**src/rtl/op_enc_pkg.sv**
```systemverilog
// Shared definitions for the operation-request encoder.
//   - OP_CODE_*   : operation codes understood by the selector (one select line each)
//   - op_state_e  : encoder FSM states
//   - TMO_CNT_W   : width of the WAIT_DONE timeout counter
//   - DEB_CNT_W   : width of the debounce counter (OP_ENC_DEBOUNCE_EN builds only)
package op_enc_pkg;

  localparam logic [2:0] OP_CODE_IDLE = 3'b000;
  localparam logic [2:0] OP_CODE_3    = 3'b001;
  localparam logic [2:0] OP_CODE_2    = 3'b010;
  localparam logic [2:0] OP_CODE_1    = 3'b011;
  localparam logic [2:0] OP_CODE_0    = 3'b101;

  localparam int unsigned TMO_CNT_W = 8;
  localparam int unsigned DEB_CNT_W = 4;

  typedef enum logic [2:0] {
    IDLE      = 3'd0,
    DEBOUNCE  = 3'd1,
    ISSUE     = 3'd2,
    WAIT_DONE = 3'd3,
    RELEASE   = 3'd4
  } op_state_e;

endpackage

```
**src/rtl/op_prio_enc.sv**
```systemverilog
// Combinational 4-to-3 priority encoder for operation requests.
//   req  : request lines, req[3] highest priority
//   code : operation code of the winning request (OP_CODE_IDLE when none)
//   hit  : at least one request is high
module op_prio_enc
  import op_enc_pkg::*;
(
  input  logic [3:0] req,
  output logic [2:0] code,
  output logic       hit
);

  always_comb begin
    hit  = |req;
    code = OP_CODE_IDLE;
    if (req[3])      code = OP_CODE_3;
    else if (req[2]) code = OP_CODE_2;
    else if (req[1]) code = OP_CODE_1;
    else if (req[0]) code = OP_CODE_0;
  end

endmodule

```
**src/rtl/op_request_encoder.sv**
```systemverilog
// Front end that turns four operation-request lines into a registered
// 3-bit operation code for the calculator's operation selector.
//   clk, rst_n : clock, asynchronous active-low reset
//   req        : level requests, req[3] highest priority
//   done       : datapath completion pulse, honoured only while op_valid
//   op_code    : encoded operation
//   op_valid   : op_code is live
//   busy       : FSM is not in IDLE
//   err        : one-cycle pulse when WAIT_DONE times out
// Optional feature: define OP_ENC_DEBOUNCE_EN to require DEBOUNCE_CYCLES
// stable samples of the encoded request before it is issued.
module op_request_encoder
  import op_enc_pkg::*;
#(
  parameter int unsigned DEBOUNCE_CYCLES = 4,
  parameter int unsigned TIMEOUT_CYCLES  = 255
) (
  input  logic       clk,
  input  logic       rst_n,
  input  logic [3:0] req,
  input  logic       done,
  output logic [2:0] op_code,
  output logic       op_valid,
  output logic       busy,
  output logic       err
);

  if (DEBOUNCE_CYCLES < 1 || DEBOUNCE_CYCLES > 15 ||
      TIMEOUT_CYCLES < 1 || TIMEOUT_CYCLES > 255) begin : g_param_check
    $error("op_request_encoder: DEBOUNCE_CYCLES or TIMEOUT_CYCLES out of range");
  end

  // Abort on the cycle whose count (including itself) reaches TIMEOUT_CYCLES,
  // so op_valid is high for exactly TIMEOUT_CYCLES cycles.
  localparam logic [TMO_CNT_W-1:0] TMO_LIMIT = TMO_CNT_W'(TIMEOUT_CYCLES - 1);

  op_state_e             state_q, state_d;
  logic [2:0]            code_q, code_d;
  logic                  valid_q, valid_d;
  logic                  busy_q, busy_d;
  logic                  err_q, err_d;
  logic [TMO_CNT_W-1:0]  tmo_q, tmo_d;
  logic [2:0]            enc_code;
  logic                  enc_hit;

`ifdef OP_ENC_DEBOUNCE_EN
  localparam logic [DEB_CNT_W-1:0] DEB_LIMIT = DEB_CNT_W'(DEBOUNCE_CYCLES);
  logic [2:0]           cap_q, cap_d;
  logic [DEB_CNT_W-1:0] deb_q, deb_d;
`endif

  op_prio_enc u_prio (
    .req  (req),
    .code (enc_code),
    .hit  (enc_hit)
  );

  always_comb begin
    state_d = state_q;
    code_d  = code_q;
    valid_d = valid_q;
    err_d   = 1'b0;
    tmo_d   = tmo_q;
`ifdef OP_ENC_DEBOUNCE_EN
    cap_d   = cap_q;
    deb_d   = deb_q;
`endif
    case (state_q)
      IDLE: begin
        if (enc_hit) begin
`ifdef OP_ENC_DEBOUNCE_EN
          state_d = DEBOUNCE;
          cap_d   = enc_code;
          deb_d   = DEB_CNT_W'(1);
`else
          state_d = ISSUE;
          code_d  = enc_code;
`endif
        end
      end
`ifdef OP_ENC_DEBOUNCE_EN
      DEBOUNCE: begin
        if (!enc_hit) begin
          state_d = IDLE;
          deb_d   = '0;
        end else if (enc_code != cap_q) begin
          cap_d = enc_code;
          deb_d = DEB_CNT_W'(1);
        end else if (deb_q == DEB_LIMIT) begin
          state_d = ISSUE;
          code_d  = cap_q;
          deb_d   = '0;
        end else begin
          deb_d = deb_q + DEB_CNT_W'(1);
        end
      end
`endif
      ISSUE: begin
        state_d = WAIT_DONE;
        valid_d = 1'b1;
        tmo_d   = '0;
      end
      WAIT_DONE: begin
        // done wins over a simultaneous timeout.
        if (done && valid_q) begin
          state_d = RELEASE;
          valid_d = 1'b0;
        end else if (tmo_q == TMO_LIMIT) begin
          state_d = RELEASE;
          valid_d = 1'b0;
          err_d   = 1'b1;
        end else begin
          tmo_d = tmo_q + TMO_CNT_W'(1);
        end
      end
      RELEASE: begin
        if (!enc_hit) begin
          state_d = IDLE;
          code_d  = OP_CODE_IDLE;
        end
      end
      default: begin
        state_d = IDLE;
        code_d  = OP_CODE_IDLE;
        valid_d = 1'b0;
      end
    endcase
    busy_d = (state_d != IDLE);
  end

  always_ff @(posedge clk or negedge rst_n) begin
    if (!rst_n) begin
      state_q <= IDLE;
      code_q  <= OP_CODE_IDLE;
      valid_q <= 1'b0;
      busy_q  <= 1'b0;
      err_q   <= 1'b0;
      tmo_q   <= '0;
`ifdef OP_ENC_DEBOUNCE_EN
      cap_q   <= OP_CODE_IDLE;
      deb_q   <= '0;
`endif
    end else begin
      state_q <= state_d;
      code_q  <= code_d;
      valid_q <= valid_d;
      busy_q  <= busy_d;
      err_q   <= err_d;
      tmo_q   <= tmo_d;
`ifdef OP_ENC_DEBOUNCE_EN
      cap_q   <= cap_d;
      deb_q   <= deb_d;
`endif
    end
  end

  assign op_code  = code_q;
  assign op_valid = valid_q;
  assign busy     = busy_q;
  assign err      = err_q;

endmodule

```
**config.mk**
```make
export PLATFORM = sky130hd
export DESIGN_NAME = op_request_encoder
export DESIGN_NICKNAME = d
export VERILOG_FILES = /design/src/rtl/op_enc_pkg.sv /design/src/rtl/op_prio_enc.sv /design/src/rtl/op_request_encoder.sv
export SDC_FILE = /design/constraint.sdc
export NUM_CORES = 1
export LEC_CHECK = 0
export ABC_AREA = 1
export CAP_MARGIN = 20
export CORE_AREA = 2 2 45 47
export CTS_BUF_LIST = sky130_fd_sc_hd__clkbuf_4 sky130_fd_sc_hd__clkbuf_8
export CTS_CLUSTER_SIZE = 24
export DETAILED_ROUTE_END_ITERATION = 16
export DIE_AREA = 0 0 47 49
export GPL_ROUTABILITY_DRIVEN = 1
export GPL_TIMING_DRIVEN = 0
export PLACE_DENSITY = 0.74
export SYNTH_ARGS = -nofsm -noshare
export SYNTH_HDL_FRONTEND = slang
export SYNTH_SLANG_ARGS = --single-unit
```
**constraint.sdc**
```tcl
create_clock -name clk -period 1.5 [get_ports clk]
set_input_delay 0.225 -clock clk [delete_from_list [all_inputs] [get_ports clk]]
set_output_delay 0.225 -clock clk [all_outputs]
set_load 0.1 [all_outputs]
```
After elaboration in Yosys (flattened, before gate mapping)
Index checks and enable logic that the tools add are counted.
{"block": "word_totals", "reg_bits": 17, "in_bits": 7, "output_inout_bits": 6, "elab_cells": 49}
{"block": "classes", "n_addsub": 1, "n_eq_ne": 9, "mux": 21, "bitwise_logic": 2, "reduce_logical": 10}
{"operator": "3-bit two-way mux", "count": 10}
{"operator": "8-bit two-way mux", "count": 2}
{"operator": "8-bit one-hot mux with 2 select lines", "count": 1}
{"operator": "3-bit one-hot mux with 4 select lines", "count": 1}
{"operator": "3-bit one-hot mux with 3 select lines", "count": 1}
{"operator": "8-bit by 1-bit adder with 8-bit output (second input constant)", "count": 1}
{"operator": "8-bit equality test (second input constant)", "count": 1}
{"operator": "2-bit != test (second input constant)", "count": 4}
{"operator": "3-bit by 2-bit equality test with 1-bit output (second input constant)", "count": 2}
{"operator": "3-bit AND reduction", "count": 2}
{"operator": "1-bit two-way mux", "count": 5}
{"operator": "2-bit OR reduction", "count": 2}
{"operator": "4-bit OR reduction", "count": 1}
{"operator": "3-bit equality test (second input constant)", "count": 1}
{"operator": "3-bit logical NOT", "count": 1}
{"operator": "3-bit != test (second input constant)", "count": 1}
{"operator": "1-bit one-hot mux with 3 select lines", "count": 1}
{"operator": "3-bit nonzero test", "count": 1}
{"operator": "1-bit NOT", "count": 2}
{"operator": "2-bit AND reduction", "count": 1}
{"operator": "2-bit nonzero test", "count": 1}
{"operator": "1-bit logical AND", "count": 1}

Logic depth before layout (Yosys ltp)
{"block": "depth", "word_depth": 6, "ltp_mapped": 10}

By module
Synthesis repeated with hierarchy kept, for this count alone.
{"block": "hier_totals", "hier_cells": 126, "area_unflattened_um2": 968.4}
{"mod": "op_request_encoder", "n_inst": 1, "cells_per_inst": 117, "area_per_inst_um2": 927.1}
{"mod": "op_prio_enc", "n_inst": 1, "cells_per_inst": 9, "area_per_inst_um2": 41.3}

Worst setup path after synthesis
OpenSTA, ideal clock, no wires.
{"block": "synth_path", "path_kind": "register to register", "startpoint": "reg valid_q (netlist: op_valid)", "endpoint": "reg valid_q (netlist: op_valid)", "setup_time_ps": 125, "arrival_ps": 1539, "setup_slack_ps": -163, "stages_incl_launch_ff": 8, "period_less_slack_ps": 1663, "cell_sequence": "dfrtp_1 nand2_1 inv_1 nor2_2 nand2_4 inv_1 o21ai_0 nand2_1"}
{"block": "synth_between", "elab_chain_len": 3, "elab_cells_between_ends": 5, "classes_between": "eq/ne (1); mux (2); reduce/logical (2)"}
{"element": "start: declaration", "line_no": "op_request_encoder.sv:39", "rtl": "logic valid_q, valid_d;"}
{"element": "start signal: assignment", "line_no": "op_request_encoder.sv:146", "rtl": "valid_q <= valid_d;"}
{"element": "1-bit logical AND *", "line_no": "op_request_encoder.sv:105", "rtl": "if (done && valid_q) begin"}
{"element": "1-bit two-way mux or 3-bit != test (tied branches)"}
{"element": "1-bit one-hot mux with 3 select lines or 2-bit AND reduction (tied branches)"}
Every way passes the cells marked *; elsewhere a longest branch is shown, timed or not.
A chain may end at the register's enable or synchronous reset.

Worst setup path in the final report
{"block": "layout_path", "startpoint": "reg tmo_q[0]", "endpoint": "reg valid_q (netlist: op_valid)"}
{"block": "layout_between", "elab_chain_len": 3}
{"element": "start: declaration", "line_no": "op_request_encoder.sv:42", "rtl": "logic [TMO_CNT_W-1:0] tmo_q, tmo_d;"}
{"element": "start signal: assignment", "line_no": "op_request_encoder.sv:149", "rtl": "tmo_q <= tmo_d;"}
{"element": "8-bit equality test", "line_no": "op_request_encoder.sv:108", "rtl": "end else if (tmo_q == TMO_LIMIT) begin"}
{"element": "3-bit != test (no source line)"}
{"element": "2-bit AND reduction (no source line)"}
No other way between the ends.

==> flow_summary_export.csv <==
group,metric,value,unit
global_route,use_met3,0.0370,
timing,setup_tns,0,ns
outcome,status,"finished clean",
synth,syn_area_per_cell,7.80,um2
drt,wl_per_cell,11.0,um
job,cap_violations,0,
setup_path,r2r_cells,9,
timing,finalHoldViolations,0,
floorplan,die_h,49,um
timing,clock_skew,0.00250,ns
setup_path,endpoint_kind,"flop",
synth,syn_inst,117,
placement,post_dp_cell_area,1070,um2
timing,fin_crit_sh,0.969,
drt,drtIter0Drc,20,
setup_path,cp_top_family,"simple AND/OR/NAND/NOR gates",
synth,ys_seq_area_frac,0.466,
power_and_ir_drop,power.density,1840,nW/um2
clock_network,insertion_delay,0.28,ns
drt,ant_nets,0,
clock_network,htreeDepth,1,
drt,drcViolationCount,0,
final_layout,syn_to_final_growth,24.6,%
setup_path,ff2ff_setup_slack,0.05,ns
timing,layout_min_cycle_time,1.45,ns
clock_network,cts_hold_buf,0,
synth,syn_nets,126,
setup_path,critPathLaunchType,"flop",
synth,ys_seq_elements,17,
clock_network,root_buffer,"clkbuf_4",
setup_path,crit_top_cell,"nand2_1",
setup_path,crit_path_cell_trace,"inv_2, ha_1, nand2_1, nor2_2, nand2_2, nand2_4, inv_1, o21ai_0, nand2_1",
global_route,grt_antenna_before_repair,0,
final_layout,drive_gt1_frac,0.178,
drt,firstDrtPassIters,4,
floorplan,core,1840,um2
final_layout,finalNetCount,145,
setup_path,arrival,1.62,ns
placement,placedCellCount,156,
setup_path,r2r_end,"op_valid",
final_layout,fillCellCount,173,
global_route,use_met1,0.263,
placement,port-buffer-count,12,
clock_network,path_clk_slew,0.10,ns
floorplan,start_util,0.495,
setup_path,cp.required,1.67,ns
clock_network,cts_tree,"yes",
timing,max-slew-margin-rel,0.505,
global_route,met2_usage,0.285,
final_layout,instances_no_fill,162,
global_route,grt_pass1_vias,775,
global_route,grt_max_degree,18,
global_route,grt_busiest_layer,"met2",
clock_network,cts_buffer_depth,2,
global_route,overflow,0,
final_layout,antenna_cells,0,
power_and_ir_drop,ir_worst_vdd,1.50,mV
timing,tightest_slew,0.741,ns
clock_network,cts_made_buffers,3,
setup_path,crit_buf_inv,2,
synth,syn_area,912,um2
drt,vias,804,
floorplan,io_pins,13,
final_layout,post-route-util,0.617,
setup_path,critPathKind,"reg -> reg",
timing,drv_slew,0,
timing,fmax,0.688,GHz
hold_path,hold_class,"in -> async",
floorplan,die_x,47,um
placement,routabilityCongestion,0.826,
setup_path,crit-reg2reg-launch,"tmo_q[0]",
power_and_ir_drop,p_total,0.00209,W
drt,via_per_inst,4.96,
setup_path,cpPeakStageDelay,0.43,ns
floorplan,num_rows,16,
placement,dp.final_hpwl,1.30,mm
global_route,grt_usage,0.185,
timing,finalSetupViolCount,0,
floorplan,dieArea,2300,um2
synth,yosys_warnings,0,
final_layout,fin_area,1140,um2
setup_path,worst_path_max_delay_cell,"dfrtp_1",
synth,synth_cell_type_count,21,
drt,finalWirelength,1.79,mm
clock_network,cts_sinks,17,
setup_path,path_max_fanout,5,
power_and_ir_drop,power_leakage,0.558,nW
global_route,grt_pass1_wl,3.25,mm
==> placed cells by master, fill, tap and decap left out, types with 2 or more instances in the layout <==
master / netlist / final
nand2_1: 42 / 42
dfrtp_1: 17 / 16
nor2_1: 14 / 13
nand3_1: 10 / 10
inv_1: 10 / 9
clkdlybuf4s50_1: 0 / 6
clkdlybuf4s15_2: 0 / 6
clkbuf_4: 0 / 4
xor2_1: 3 / 3
nand2_2: 2 / 2
nor2_4: 1 / 2
nand4_1: 2 / 2
nor3_1: 2 / 2
o21ai_0: 2 / 2
ha_1: 2 / 2
buf_4: 0 / 2
==> cells in the mapped netlist (all sizes together) <==
cell type / instances / area share
a21boi: 1 / 0.0082
nand3b: 1 / 0.0082
nor3: 3 / 0.022
inv: 11 / 0.048
ha: 2 / 0.027
xor2: 3 / 0.029
o21ai: 3 / 0.016
nor2: 16 / 0.077
o22ai: 1 / 0.0069
nand4: 2 / 0.014
nand2: 46 / 0.21
dfrtp: 17 / 0.47
nand3: 11 / 0.066
==> layer usage <==
layer  part of all wire  wire length (um)  vias up
met1               0.44               787      372
li1                   -                 -      407
met2               0.51               905       21
met3              0.041                74        4
met5                  0                 0        -
met4              0.011                19        0
==> stage by stage <==
step	worst slack, ns	hold slack (ns)
2_1_floorplan	0.122	-0.0706
3_3_place_gp	-0.198	0.455
3_5_place_dp	-0.202	0.459
4_1_cts	0.0512	0.402
5_1_grt	-0.0740	0.428
6_report	0.0460	0.371
==> power by group <==
group	switching (W)	internal [W]	total, W
Sequential	0.000100	0.000575	0.000675
Clock	0.000138	0.000121	0.000259
Combinational	0.000853	0.000301	0.00115
Total	0.00109	0.000998	0.00209
==> worst max path at each step <==
stage	cells after the start	startpoint	endpoint
finish	9	tmo_q[0]	op_valid
global route	10	tmo_q[0]	tmo_q[5]
CTS	1	op_valid	op_valid
detailed placement	1	op_valid	op_valid
global placement	1	op_valid	op_valid
floorplan	8	op_valid	tmo_q[2]
==> timing repair <==
action | CTS | global route
buffers inserted | 0 | 2
setup endpoints to repair | 6 | 9
cloned | 0 | 0
resized for setup | 18 | 4
==> layout make-up <==
cell class,count,area [um2],area share
clock buffers,4,30.0,0.0264
inverters,11,43.8,0.0385
well taps,27,33.8,0.0297
multi-input cells,89,459,0.404
repair buffers,14,143,0.126
flip-flops and latches,17,427,0.376
==> registers in the layout, indices dropped and copies added, names as in the netlist <==
name	cells
busy	1
err	1
op_code	3
op_valid	1
state_q	3
tmo_q	8
==> cell families (layout without fill, tap and decap cells) <==
logic type | after synthesis | after routing | share of synthesized area
AND/OR/NAND/NOR | 79 | 79 | 0.398
flip-flops | 17 | 17 | 0.466
XOR/XNOR | 3 | 3 | 0.0288
AO/OA/AOI/OAI | 5 | 5 | 0.0316
buffers and inverters | 11 | 29 | 0.0480
adder cells (fa/ha/maj) | 2 | 2 | 0.0274
(Power assumes the default switching activity.)
